### config.mk
export PLATFORM = sky130hd
export DESIGN_NAME = divider_32
export DESIGN_NICKNAME = d
export VERILOG_FILES = /design/src/rtl/muldiv_pkg.sv /design/src/rtl/div_step.sv /design/src/rtl/divider_32.sv
export SDC_FILE = /design/constraint.sdc
export NUM_CORES = 1
export LEC_CHECK = 0
export ABC_AREA = 1
export CORE_ASPECT_RATIO = 1.2
export CORE_MARGIN = 8
export CORE_UTILIZATION = 30
export DETAILED_ROUTE_END_ITERATION = 10
export GPL_TIMING_DRIVEN = 0
export SYNTH_ARGS = -nofsm -noshare
export SYNTH_HDL_FRONTEND = slang
export SYNTH_SLANG_ARGS = --single-unit
export TNS_END_PERCENT = 30
### constraint.sdc
create_clock -name clk_i -period 15.25 [get_ports clk_i]
set_input_delay 1.525 -clock clk_i [delete_from_list [all_inputs] [get_ports clk_i]]
set_output_delay 1.525 -clock clk_i [all_outputs]
set_load 0.005 [all_outputs]
### src/rtl/muldiv_pkg.sv
// Shared definitions for the muldiv unit: op codes, divider states
// and the architectural constants of RV32M division.
package muldiv_pkg;

    localparam int XLEN = 32;

    localparam logic [1:0] OP_DIV  = 2'b00;
    localparam logic [1:0] OP_DIVU = 2'b01;
    localparam logic [1:0] OP_REM  = 2'b10;
    localparam logic [1:0] OP_REMU = 2'b11;

    localparam logic [XLEN-1:0] DIV_ZERO_Q = 32'hFFFF_FFFF;
    localparam logic [XLEN-1:0] INT_MIN    = 32'h8000_0000;

    typedef enum logic [1:0] {
        S_IDLE,
        S_CALC,
        S_FIX,
        S_DONE
    } div_state_e;

endpackage

### src/rtl/div_step.sv
// One restoring shift-subtract step: shift in a dividend bit and
// subtract the divisor if the partial remainder allows it.
module div_step #(
    parameter int W = 32
) (
    input  logic [W-1:0] rem_i,
    input  logic         bit_i,
    input  logic [W-1:0] dvs_i,
    output logic [W-1:0] rem_o,
    output logic         q_o
);

    logic [W:0]   shifted;
    logic [W+1:0] diff;

    // Extra top bit keeps the borrow exact even for |divisor| = 2^31 or 2^32-1
    assign shifted = {rem_i, bit_i};
    assign diff    = {1'b0, shifted} - {2'b00, dvs_i};
    assign q_o     = ~diff[W+1];
    assign rem_o   = q_o ? diff[W-1:0] : shifted[W-1:0];

endmodule

### src/rtl/divider_32.sv
// Iterative RV32M divider (DIV/DIVU/REM/REMU), one quotient bit per
// clock, with divide-by-zero and signed-overflow short cuts.
module divider_32 #(
    parameter int XLEN = 32
) (
    input  logic            clk_i,
    input  logic            reset_i,
    input  logic            start_i,
    input  logic [1:0]      op_i,
    input  logic [XLEN-1:0] dividend_i,
    input  logic [XLEN-1:0] divisor_i,
    input  logic            flush_i,
    output logic            busy_o,
    output logic            done_o,
    output logic [XLEN-1:0] result_o
);

    import muldiv_pkg::*;

    div_state_e      state_q;
    logic [1:0]      op_q;
    logic [4:0]      cnt_q;
    logic [XLEN-1:0] rem_q;
    logic [XLEN-1:0] quo_q;
    logic [XLEN-1:0] dvs_q;
    logic [XLEN-1:0] res_q;
    logic [XLEN-1:0] result_q;
    logic            qneg_q;
    logic            rneg_q;
    logic            busy_q;
    logic            done_q;

    logic            sgn_op;
    logic [XLEN-1:0] abs_a;
    logic [XLEN-1:0] abs_b;
    logic            ovf;
    logic [XLEN-1:0] rem_d;
    logic            qbit_d;
    logic [XLEN-1:0] quo_d;

    assign sgn_op = ~op_i[0];
    assign abs_a  = (sgn_op && dividend_i[XLEN-1]) ? -dividend_i : dividend_i;
    assign abs_b  = (sgn_op && divisor_i[XLEN-1]) ? -divisor_i : divisor_i;
    assign ovf    = sgn_op && (dividend_i == INT_MIN) && (&divisor_i);

    div_step #(.W(XLEN)) u_step (
        .rem_i (rem_q),
        .bit_i (quo_q[XLEN-1]),
        .dvs_i (dvs_q),
        .rem_o (rem_d),
        .q_o   (qbit_d)
    );

    assign quo_d = {quo_q[XLEN-2:0], qbit_d};

    always_ff @(posedge clk_i or posedge reset_i) begin
        if (reset_i) begin
            state_q  <= S_IDLE;
            op_q     <= '0;
            cnt_q    <= '0;
            rem_q    <= '0;
            quo_q    <= '0;
            dvs_q    <= '0;
            res_q    <= '0;
            result_q <= '0;
            qneg_q   <= 1'b0;
            rneg_q   <= 1'b0;
            busy_q   <= 1'b0;
            done_q   <= 1'b0;
        end else if (flush_i) begin
            state_q <= S_IDLE;
            busy_q  <= 1'b0;
            done_q  <= 1'b0;
        end else begin
            done_q <= 1'b0;
            unique case (state_q)
                S_IDLE: begin
                    if (start_i) begin
                        op_q   <= op_i;
                        busy_q <= 1'b1;
                        cnt_q  <= '0;
                        rem_q  <= '0;
                        quo_q  <= abs_a;
                        dvs_q  <= abs_b;
                        qneg_q <= sgn_op & (dividend_i[XLEN-1] ^ divisor_i[XLEN-1]);
                        rneg_q <= sgn_op & dividend_i[XLEN-1];
                        if (divisor_i == '0) begin
                            res_q   <= op_i[1] ? dividend_i : DIV_ZERO_Q;
                            state_q <= S_DONE;
                        end else if (ovf) begin
                            res_q   <= op_i[1] ? '0 : INT_MIN;
                            state_q <= S_DONE;
                        end else begin
                            state_q <= S_CALC;
                        end
                    end
                end
                S_CALC: begin
                    rem_q <= rem_d;
                    quo_q <= quo_d;
                    cnt_q <= cnt_q + 5'd1;
                    if (cnt_q == 5'd31) state_q <= S_FIX;
                end
                S_FIX: begin
                    if (op_q[1]) res_q <= rneg_q ? -rem_q : rem_q;
                    else         res_q <= qneg_q ? -quo_q : quo_q;
                    state_q <= S_DONE;
                end
                S_DONE: begin
                    result_q <= res_q;
                    done_q   <= 1'b1;
                    busy_q   <= 1'b0;
                    state_q  <= S_IDLE;
                end
                default: state_q <= S_IDLE;
            endcase
        end
    end

    assign busy_o   = busy_q;
    assign done_o   = done_q;
    assign result_o = result_q;

endmodule

After elaboration in Yosys (flattened, before gate mapping). Index checks and enable logic that the tools add are counted.

Bits of input ports: 70. Logic and storage cells: 78. Register bits after elaboration: 173. Output and inout bits: 34.

Muxes and demuxes: 29. Add/sub/neg operators: 6. Reduce and logical (&&, ||, !) cells: 16. Bitwise logic cells: 6. Equality and inequality tests: 9.

Operator list (number): 32-bit 2-to-1 mux (13); 32-bit one-hot mux with 2 select lines (3); 32-bit negation (4); 33-bit by 32-bit subtractor with 34-bit output (1); 32-bit == test, second input constant (1); 32-bit zero test (1); 32-bit AND reduction (1); 2-bit 2-to-1 mux (5); 5-bit one-hot mux with 2 select lines (1); 3-bit != test, second input constant (3); 2-bit one-hot mux with 4 select lines (1); 2-bit AND reduction (3); 3-bit AND reduction (2); 5-bit by 1-bit adder with 5-bit output, second input constant (1); 5-bit == test, second input constant (1); 5-bit 2-to-1 mux (1); 2-bit == test, second input constant (2); 1-bit logical AND (4); 1-bit 2-to-1 mux (4); 4-bit AND reduction (1); 2-bit nonzero test (2); 1-bit inverter (3); 3-bit nonzero test (1); 1-bit bitwise AND (2); other kinds (5) (5).

Depth between registers and ports, before layout. Gate-level depths: netlist (run 1).

Depth in word-level cells: 8. Depth in mapped cells: 17. Gate-level depth less buffers: 16.

Modules after synthesis. Synthesis (run 1) repeated with hierarchy kept, for this count alone.

Cell total of the unflattened synthesis: 2401. Area, all modules: 14550.2 um^2.

By module, submodules not included: divider_32 (times used 1, sequential area each 4304.1 um^2, area an instance 11424.7 um^2, cells each 1762); div_step (times used 1, sequential area each 0.0 um^2, area an instance 3125.5 um^2, cells each 639).

Least setup slack after synthesis (run 1). Ideal clock, no wire load.

Path type: in2reg. From: in divisor_i[0]. To: reg res_q[13]. Setup slack: 12243 ps. Data required time: 15174 ps. Setup time: 76 ps. Data arrival time: 2931 ps. Cell stages on the path: 13. Buffers on the path: 1. Cell sequence: inv_1 > ha_1 > nand2_1 > nor2_2 > nand2_1 > nor2_2 > nand2_2 > nor2_4 > buf_4 > o211ai_1 > nand2_1 > nand2_1 > o21ai_1.

Word-level cells in the longest chain between the ends: 4. Elaborated cells on any way between the ends: 8. Those cells by class: eq/ne (1); mux (3); reduce/logical (4).

RTL lines: start, declared (RTL line divider_32.sv:11) `input logic [XLEN-1:0] divisor_i,`; 32-bit zero test or 32-bit AND reduction (tied branches) (RTL line divider_32.sv:87, divider_32.sv:44); 32-bit 2-to-1 mux or 1-bit logical AND (tied branches) (RTL line divider_32.sv:87, divider_32.sv:44); 32-bit 2-to-1 mux or 3-bit != test (tied branches); 32-bit one-hot mux with 2 select lines or 4-bit AND reduction (tied branches); end signal, assigned (RTL line divider_32.sv:88) `res_q <= op_i[1] ? dividend_i : DIV_ZERO_Q;`; end signal, assigned (RTL line divider_32.sv:91) `res_q <= op_i[1] ? '0 : INT_MIN;`; end signal, assigned (RTL line divider_32.sv:105) `if (op_q[1]) res_q <= rneg_q ? -rem_q : rem_q;`; end, declared (RTL line divider_32.sv:26) `logic [XLEN-1:0] res_q;`.

Parallel ways exist; a longest one is shown, timed or not. The select of a mux whose other input is x is not followed. A chain may end at the register's enable or synchronous reset.

Worst setup path in the final report (run 1).
From: in start_i. To: reg dvs_q[3].

Word-level cells in the longest chain between the ends: 1.

RTL lines: start, declared (RTL line divider_32.sv:8) `input logic start_i,`; 3-bit AND reduction (no source line); end signal, assigned (RTL line divider_32.sv:84) `dvs_q <= abs_b;`; end, declared (RTL line divider_32.sv:25) `logic [XLEN-1:0] dvs_q;`.

No other way between the ends.

==> results.sh, run 1 <==
export IMPL_initial_core_util=0.302
export IMPL_synth_avg_cell_area_um2=6.21
export IMPL_cts_tree="yes"
export IMPL_yosys_area_share_xor_xnor=0.0361
export IMPL_arrival_ps=4080
export IMPL_cts_resized=0
export IMPL_die_x_um=212
export IMPL_ys_flop_type="dfrtp_1"
export IMPL_worst_setup_path_type="primary input to register"
export IMPL_r2r_setup_slack_ps=12280
export IMPL_grt_usage=0.196
export IMPL_required_ps=15580
export IMPL_synth_cell_type_count=45
export IMPL_antenna_left=0
export IMPL_synth_area_mux_share=0.000724
export IMPL_num_rows=86
export IMPL_critPathMaxStageDelay_ps=920
export IMPL_worstPathMaxFanout=10
export IMPL_startpoint_type="primary input"
export IMPL_grt_pass1_wl_mm=80.9
export IMPL_synth_fa_ha_area_frac=0.0404
export IMPL_setup_worst_path_end_class="register"
export IMPL_cts_hold_buffers=0
export IMPL_wl_mm=52.2
export IMPL_status="complete, no violations"
export IMPL_core_um2=45700
export IMPL_yosys_area_top_type="dfrtp_1"
export IMPL_fmax_mhz=266
export IMPL_syn_to_final_growth_pct=17.9
export IMPL_worst_pin_slew_ps=1230
export IMPL_crit_family="buffers and inverters"
export IMPL_ys_warn_count=0
export IMPL_htreeDepth=4
export IMPL_clk_latency_ps=470
export IMPL_gr_total_overflow=0
export IMPL_slowest_stage="nor2_1"
export IMPL_clock_skew_ps=10.0
export IMPL_layout_common_cells="nand2_1, inv_1, nand3_1"
export IMPL_viasPerCell=4.96
export IMPL_synth_nets=2342
export IMPL_synth_edf_count=0
export IMPL_place_congestion=1.04
export IMPL_relSlewSlack=0.174
export IMPL_io_buffers=103
export IMPL_synth_top_family_by_area="simple AND/OR/NAND/NOR gates"
export IMPL_rsz0062_at_grt="no"
export IMPL_routedWlPerCell_um=17.5
export IMPL_pin_count=104
export IMPL_finalCritPeriodShare=0.246
export IMPL_clockBufferDepth=2
export IMPL_drt_iter0_markers=1120
export IMPL_dpl_cell_area_um2=15700
export IMPL_ys_ff_latch=172
export IMPL_netlist_top_cells_area="dfrtp_1, nand2_1, nand3_1, inv_1, o21ai_0"
export IMPL_clock_sinks=172
export IMPL_cts_setup_buffers=0
export IMPL_finalNetCount=2465
export IMPL_cts_root_buf="clkbuf_16"
export IMPL_yosys_area_share_simple=0.377
export IMPL_yosys_area_top_type_share=0.311
export IMPL_drc=0
export IMPL_crit_buf_inv=4
export IMPL_ys_async_sr_fraction=1.00
export IMPL_drt_pass1_iter_count=6
export IMPL_yosysSeqAreaShare=0.311
export IMPL_hp_class="register to register"
export IMPL_ir_drop_v=0.0000802
export IMPL_clkTransAtPathRegs_ps=70
export IMPL_num_vias=14800
export IMPL_fp_dieH_um=251
export IMPL_cts_buffers=17
export IMPL_grt_max_degree=119
export IMPL_setup_viol=0
export IMPL_crit_path_cell_trace="clkdlybuf4s50_1, nand2_1, nor2_1, inv_1, clkbuf_1, clkbuf_1, nand2_1, o21ai_0"
export IMPL_p_leak_uw=0.00832
export IMPL_antenna_cells=0
export IMPL_final_setup_tns_ps=0
export IMPL_p_per_area_nw_per_um2=141
export IMPL_grt_pass1_vias=14800
export IMPL_dp_hpwl_mm=42.9
export IMPL_drv_slew=0
export IMPL_fin_area_um2=16300
export IMPL_syn_area_um2=13800
export IMPL_maxCapViolations=0
export IMPL_synth_compound_area_share=0.136
export IMPL_die_area_um2=53200
export IMPL_layout_commonest_cell="nand2_1"
export IMPL_min_period_ps=3750
export IMPL_drive_above_1_share=0.0321
export IMPL_syn_inst=2228
export IMPL_hold_viol=0
export IMPL_grt_antenna_before_repair=0
## state kept, by name (all words and copies together), names as in the netlist
| signal | cells |
|---|---|
| result_o | 32 |
| rneg_q | 1 |
| qneg_q | 1 |
| dvs_q | 32 |
| quo_q | 32 |
| state_q | 2 |
| done_o | 1 |
| rem_q | 32 |
| cnt_q | 5 |
| res_q | 32 |
| busy_o | 1 |
| op_q | 1 |
## report_power, final
group          switching [uW]  internal (uW)  total [uW]
Combinational             768            367        1140
Clock                     208            278         486
Sequential               91.9            590         682
Total                    1070           1240        2300
## cells by family after synthesis
| group | after synthesis |
|---|---|
| buf+inv | 348 |
| flops | 172 |
| fa+ha+maj | 44 |
| simple gates | 1264 |
| mux | 1 |
| xor+xnor | 57 |
| compound gates | 342 |
## synthesized netlist by cell type (2+ instances only)
cell type,instances
o21ai_1,5
o21bai_1,11
nand3b_1,2
nand2_1,750
nand2_2,4
a31oi_1,5
or2_1,3
buf_1,7
clkbuf_1,52
nand3_2,2
o22ai_1,11
clkinv_1,2
buf_6,3
buf_4,3
inv_2,2
xor2_1,36
a22oi_1,4
o21ai_0,183
dfrtp_1,172
nor3_1,16
inv_1,267
nor2_2,7
nor2_1,212
nor4_1,2
nand4_1,26
a21oi_1,82
ha_1,43
o31ai_1,5
a22o_1,2
nor2_4,2
xnor2_1,21
buf_2,12
o211ai_1,29
or2_2,6
nand3_1,229
## per-stage QoR
step	instances	util	total power [uW]	worst slack [ps]	hold slack (ps)
after CTS	2980	0.356	2310	11460	475
after global placement	2947	0.342	1800	6620	455
after detailed placement	2948	0.343	1810	10950	458
after global routing	2980	0.356	2490	11360	502
after floorplan	2228	-	1420	9060	449
final	2980	0.356	2300	11500	472
## worst min-delay path: stages (launching register included)
cell	delay, ps
dfrtp_1	340
nand2_1	50
nand2_1	50
## routing by layer
| layer | global-route usage | share of wire | vias to the layer above |
|---|---|---|---|
| met4 | 0.0934 | 0.040 | 0 |
| met1 | 0.222 | 0.40 | 6837 |
| li1 | - | - | 7401 |
| met3 | 0.0252 | 0.043 | 100 |
| met5 | 0 | 0 | - |
| met2 | 0.360 | 0.51 | 435 |
## layout make-up
| class | instances | area [um2] |
|---|---|---|
| plain buffers | 77 | 338 |
| clock buffers | 18 | 429 |
| clock inverters | 14 | 209 |
| fillers | 5003 | 29400 |
| inverters | 271 | 1020 |
| multi-input cells | 1708 | 8170 |
| flip-flops and latches | 172 | 4300 |
| well taps | 616 | 771 |
| repair buffers | 104 | 1060 |
## final timing paths
check | startpoint | endpoint | cells after the start
max | start_i | dvs_q[3] | 8
min | result_o[20] | result_o[20] | 2
max reg2reg | state_q[0] | dvs_q[3] | 9
min reg2reg | result_o[20] | result_o[20] | 2
max in group asynchronous | reset_i | dvs_q[26] | 3
min in group asynchronous | reset_i | result_o[1] | 2
Note: power is estimated with default switching activity, not from simulation.
==> run 2, diff against run 1 <==
==> constraint.sdc (replaced) <==
create_clock -name clk_i -period 3.05 [get_ports clk_i]
set_input_delay 0.305 -clock clk_i [delete_from_list [all_inputs] [get_ports clk_i]]
set_output_delay 0.305 -clock clk_i [all_outputs]
set_load 0.005 [all_outputs]
==> results.sh, run 2 (same netlist as run 1, synthesis figures left out) <==
export IMPL_drv_slew=0
export IMPL_clk_latency_ps=470
export IMPL_crit_path_cell_trace="inv_1, ha_1, clkbuf_1, inv_1, nor2_1, nor2_4, inv_2, clkbuf_1, mux2i_1"
export IMPL_required_ps=3370
export IMPL_clkTransAtPathRegs_ps=70
export IMPL_worst_setup_path_type="register to register"
export IMPL_slowest_stage="clkbuf_1"
export IMPL_io_buffers=103
export IMPL_rsz0062_at_grt="no"
export IMPL_r2r_setup_slack_ps=200
export IMPL_wl_mm=53.3
export IMPL_fin_ws_ps=201
export IMPL_hold_viol=0
export IMPL_p_per_area_nw_per_um2=694
export IMPL_clock_sinks=172
export IMPL_antenna_cells=0
export IMPL_cts_tree="yes"
export IMPL_layout_common_cells="nand2_1, inv_1, nand3_1"
export IMPL_utilization=0.356
export IMPL_swShare=0.475
export IMPL_critPathMaxStageDelay_ps=500
export IMPL_worst_pin_slew_ps=782
export IMPL_die_area_um2=53200
export IMPL_gr_total_overflow=0
export IMPL_dp_slack_ps=-14.7
export IMPL_arrival_ps=3170
export IMPL_layout_commonest_cell="nand2_1"
export IMPL_core_um2=45700
export IMPL_ir_drop_v=0.000377
export IMPL_hp_class="primary input to asynchronous set/reset pin"
export IMPL_placedCellCount=2952
export IMPL_setup_worst_path_end_class="register"
export IMPL_combPwrFrac=0.505
export IMPL_p_leak_uw=0.00831
export IMPL_grt_antenna_before_repair=0
export IMPL_routedWlPerCell_um=17.8
export IMPL_grt_max_degree=35
export IMPL_drive_above_1_share=0.0342
export IMPL_power_switching_uw=5380
export IMPL_startpoint_type="register"
export IMPL_place_congestion=0.999
export IMPL_total_power_uw=11300
export IMPL_min_period_ps=2850
export IMPL_stdcell_count=2984
export IMPL_worstPathMaxFanout=10
export IMPL_maxCapViolations=0
export IMPL_cts_root_buf="clkbuf_16"
export IMPL_worstRegToRegCells=9
export IMPL_fmax_mhz=351
export IMPL_relSlewSlack=0.477
export IMPL_cts_hold_buffers=0
export IMPL_clockBufferDepth=2
export IMPL_seqPwrFrac=0.302
export IMPL_crit_family="buffers and inverters"
export IMPL_antenna_left=0
export IMPL_initial_core_util=0.302
export IMPL_status="complete, no violations"
export IMPL_dp_hpwl_mm=44.6
export IMPL_seqCellArea_um2=4300
export IMPL_p_int_uw=5940
export IMPL_pin_count=104
export IMPL_finalNetCount=2469
export IMPL_htreeDepth=4
export IMPL_syn_to_final_growth_pct=17.9
export IMPL_multi_input_area_um2=8170
export IMPL_fillers=5061
export IMPL_cp_depth=9
export IMPL_fp_dieH_um=251
export IMPL_setup_viol=0
export IMPL_num_vias=14800
export IMPL_finalCritPeriodShare=0.934
export IMPL_drt_iter0_markers=1003
export IMPL_grt_pass1_vias=14700
export IMPL_grt_pass1_wl_mm=81.4
export IMPL_pwr_share_clk=0.194
export IMPL_drt_pass1_iter_count=6
export IMPL_drc=0
export IMPL_whs_ps=317
export IMPL_num_rows=86
export IMPL_cts_buffers=17
export IMPL_cts_setup_buffers=0
export IMPL_grt_usage=0.199
export IMPL_viasPerCell=4.96
export IMPL_crit_buf_inv=5
export IMPL_die_x_um=212
export IMPL_clock_skew_ps=10.7
[run 2: changes by cell type in the layout (fill, tap and decap cells not counted), sizes merged]
cell and change:
bufinv -3, clkinvlp +2, buf +4, clkinv +1
[run 2: area by class of cell]
cell class / count / area share
tap: 616 / 0.0473
timing repair buffer: 108 / 0.0694
clock inverter: 14 / 0.00837
multi-input combinational: 1708 / 0.501
clock buffer: 18 / 0.0263
sequential: 172 / 0.264
inverter: 271 / 0.0626
buffer: 77 / 0.0207
[run 2: worst reg2reg max path, stage by stage, from the launching register on]
cell	delay (ps)
dfrtp_1	410
inv_1	100
ha_1	160
clkbuf_1	500
inv_1	230
nor2_1	390
nor2_4	150
inv_2	140
clkbuf_1	480
mux2i_1	150
[run 2: what timing repair did]
item / in CTS / in global routing
gates resized for setup: 0 / 1
hold endpoints to repair: 0 / 0
endpoints found under the setup margin: 0 / 15
[run 2: path summary, 6_finish.rpt]
kind                                    from      endpoint
worst max-delay path              state_q[1]      cnt_q[0]
worst min-delay path                 reset_i        done_o
worst max register to register    state_q[1]      cnt_q[0]
worst min register to register  result_o[31]  result_o[31]
max in group asynchronous            reset_i     rem_q[28]
min in group clk_i              result_o[31]  result_o[31]
[run 2: per-stage QoR]
step           TNS [ps]  cell area, um2
2_1_floorplan         0           13800
3_3_place_gp    -165610           15600
3_5_place_dp      -22.1           15700
4_1_cts               0           16300
5_1_grt               0           16300
6_report              0           16300
[run 2: routing by layer]
| layer | routed length [um] | global-route usage |
|---|---|---|
| met2 | 27800 | 0.376 |
| met5 | 0 | 0 |
| met1 | 21100 | 0.216 |
| met3 | 2230 | 0.0260 |
| met4 | 2150 | 0.0890 |
[run 2: power by group through the flow]
| stage | Clock, uW | Sequential, uW | Combinational [uW] |
|---|---|---|---|
| after global placement | 0 | 3430 | 5590 |
| after detailed placement | 0 | 3440 | 5660 |
| final | 2190 | 3410 | 5710 |
| after global routing | 2330 | 3510 | 6350 |
| after floorplan | 0 | 3320 | 3770 |
| after CTS | 2230 | 3410 | 5690 |
==> run 3, diff against run 2 <==
--- a/config.mk
+++ b/config.mk
@@ -10,7 +10,6 @@
 export CORE_MARGIN = 8
 export CORE_UTILIZATION = 30
 export DETAILED_ROUTE_END_ITERATION = 10
-export GPL_TIMING_DRIVEN = 0
 export SYNTH_ARGS = -nofsm -noshare
 export SYNTH_HDL_FRONTEND = slang
 export SYNTH_SLANG_ARGS = --single-unit
==> results.sh, run 3 (same netlist as run 1, synthesis figures left out) <==
export IMPL_status="complete, no violations"
export IMPL_use_met2=0.308
export IMPL_fp_dieH_um=251
export IMPL_finalCritPeriodShare=0.849
export IMPL_hp_class="primary input to asynchronous set/reset pin"
export IMPL_relSlewSlack=0.454
export IMPL_num_rows=86
export IMPL_r2r_setup_slack_ps=460
export IMPL_worst_setup_path_type="register to register"
export IMPL_place_congestion=0.919
export IMPL_required_ps=3410
export IMPL_grt_use_met3=0.0228
export IMPL_dp_hpwl_mm=38.3
export IMPL_die_area_um2=53200
export IMPL_wl_mm=48.2
export IMPL_worstPathMaxFanout=4
export IMPL_pin_count=104
export IMPL_fmax_mhz=386
export IMPL_drt_pass1_iter_count=5
export IMPL_worst_pin_slew_ps=818
export IMPL_drv_slew=0
export IMPL_cts_setup_buffers=0
export IMPL_maxCapViolations=0
export IMPL_cts_tree="yes"
export IMPL_startpoint_type="register"
export IMPL_met1_usage=0.225
export IMPL_setup_viol=0
export IMPL_grt_usage=0.181
export IMPL_antenna_left=0
export IMPL_finalNetCount=2433
export IMPL_layout_commonest_cell="nand2_1"
export IMPL_dpl_cell_area_um2=15700
export IMPL_r2r_start="quo_q[31]"
export IMPL_drive_above_1_share=0.0467
export IMPL_clk_latency_ps=470
export IMPL_cts_hold_buffers=0
export IMPL_drc=0
export IMPL_syn_to_final_growth_pct=18.1
export IMPL_grt_antenna_before_repair=0
export IMPL_p_leak_uw=0.00837
export IMPL_grt_pass1_wl_mm=76.3
export IMPL_antenna_cells=0
export IMPL_viasPerCell=4.96
export IMPL_initial_core_util=0.302
export IMPL_whs_ps=331
export IMPL_gr_total_overflow=0
export IMPL_clock_skew_ps=11.7
export IMPL_total_power_uw=11200
export IMPL_hold_viol=0
export IMPL_io_buffers=103
export IMPL_routedWlPerCell_um=16.3
export IMPL_setup_worst_path_end_class="register"
export IMPL_arrival_ps=2950
export IMPL_rsz0062_at_grt="no"
export IMPL_min_period_ps=2590
export IMPL_layout_common_cells="nand2_1, inv_1, nand3_1"
export IMPL_crit_start="quo_q[31]"
export IMPL_htreeDepth=4
export IMPL_cts_resized=0
export IMPL_ir_drop_v=0.000377
export IMPL_p_per_area_nw_per_um2=689
export IMPL_cts_buffers=17
export IMPL_num_vias=14600
export IMPL_cts_root_buf="clkbuf_16"
export IMPL_clkTransAtPathRegs_ps=70
export IMPL_die_x_um=212
export IMPL_core_um2=45700
export IMPL_grt_pass1_vias=14400
export IMPL_grt_max_degree=100
export IMPL_clockBufferDepth=2
export IMPL_busiest_layer="met2"
export IMPL_drt_iter0_markers=968
export IMPL_fin_area_um2=16300
export IMPL_clock_sinks=172
export IMPL_final_setup_tns_ps=0
[run 3: cell count changes in the layout (fill, tap and decap cells not counted), sizes merged]
| cell | before | now |
|---|---|---|
| bufinv | 1 | 2 |
| clkinvlp | 3 | 5 |
| buf | 30 | 46 |
| clkinv | 7 | 5 |
| clkbuf | 70 | 18 |
| inv | 274 | 273 |
[run 3: worst paths after layout]
kind	endpoint	cells after the start
max	rem_q[30]	16
min	result_o[3]	3
max reg2reg	rem_q[30]	16
min reg2reg	result_o[31]	2
max in group asynchronous	dvs_q[21]	3
min in group clk_i	result_o[31]	2
[run 3: metal layers]
metal,routed length (um),share of wire,vias to the layer above
met5,0,0,-
met4,1710,0.036,0
met3,2200,0.046,89
met2,23000,0.48,387
met1,21200,0.44,6792
li1,-,-,7343
[run 3: worst max-delay path, cell delays in order, from the launching register on]
cell and delay [ps]:
dfrtp_1 390, inv_1 190, ha_1 200, inv_1 80
fa_1 420, nand3_1 110, nand2_1 140, nand2_1 90
nand2_1 110, nand2_1 90, nand3_1 190, nand2_1 180
nand2_1 70, nand2_1 60, nand3_1 60, nand2_1 70
nand2_1 40
[run 3: cell type report]
cell class	instances	area, um2
clock buffers	18	439
multi-input cells	1708	8180
clock inverters	14	156
fillers	5022	29400
well taps	616	771
inverters	271	1020
flip-flops and latches	172	4300
repair buffers	149	1450
[run 3: stage by stage]
stage | utilization | cells | setup WS (ps)
CTS | 0.357 | 2948 | 451
floorplan | - | 2228 | 548
global route | 0.357 | 2948 | 279
finish | 0.357 | 2948 | 461
global placement | 0.344 | 2916 | 374
detailed placement | 0.344 | 2916 | 319
[run 3: report_power, final]
part | switching [uW] | internal [uW]
clock network | 1050 | 1240
registers | 446 | 2950
logic | 3670 | 1890
total | 5170 | 6080
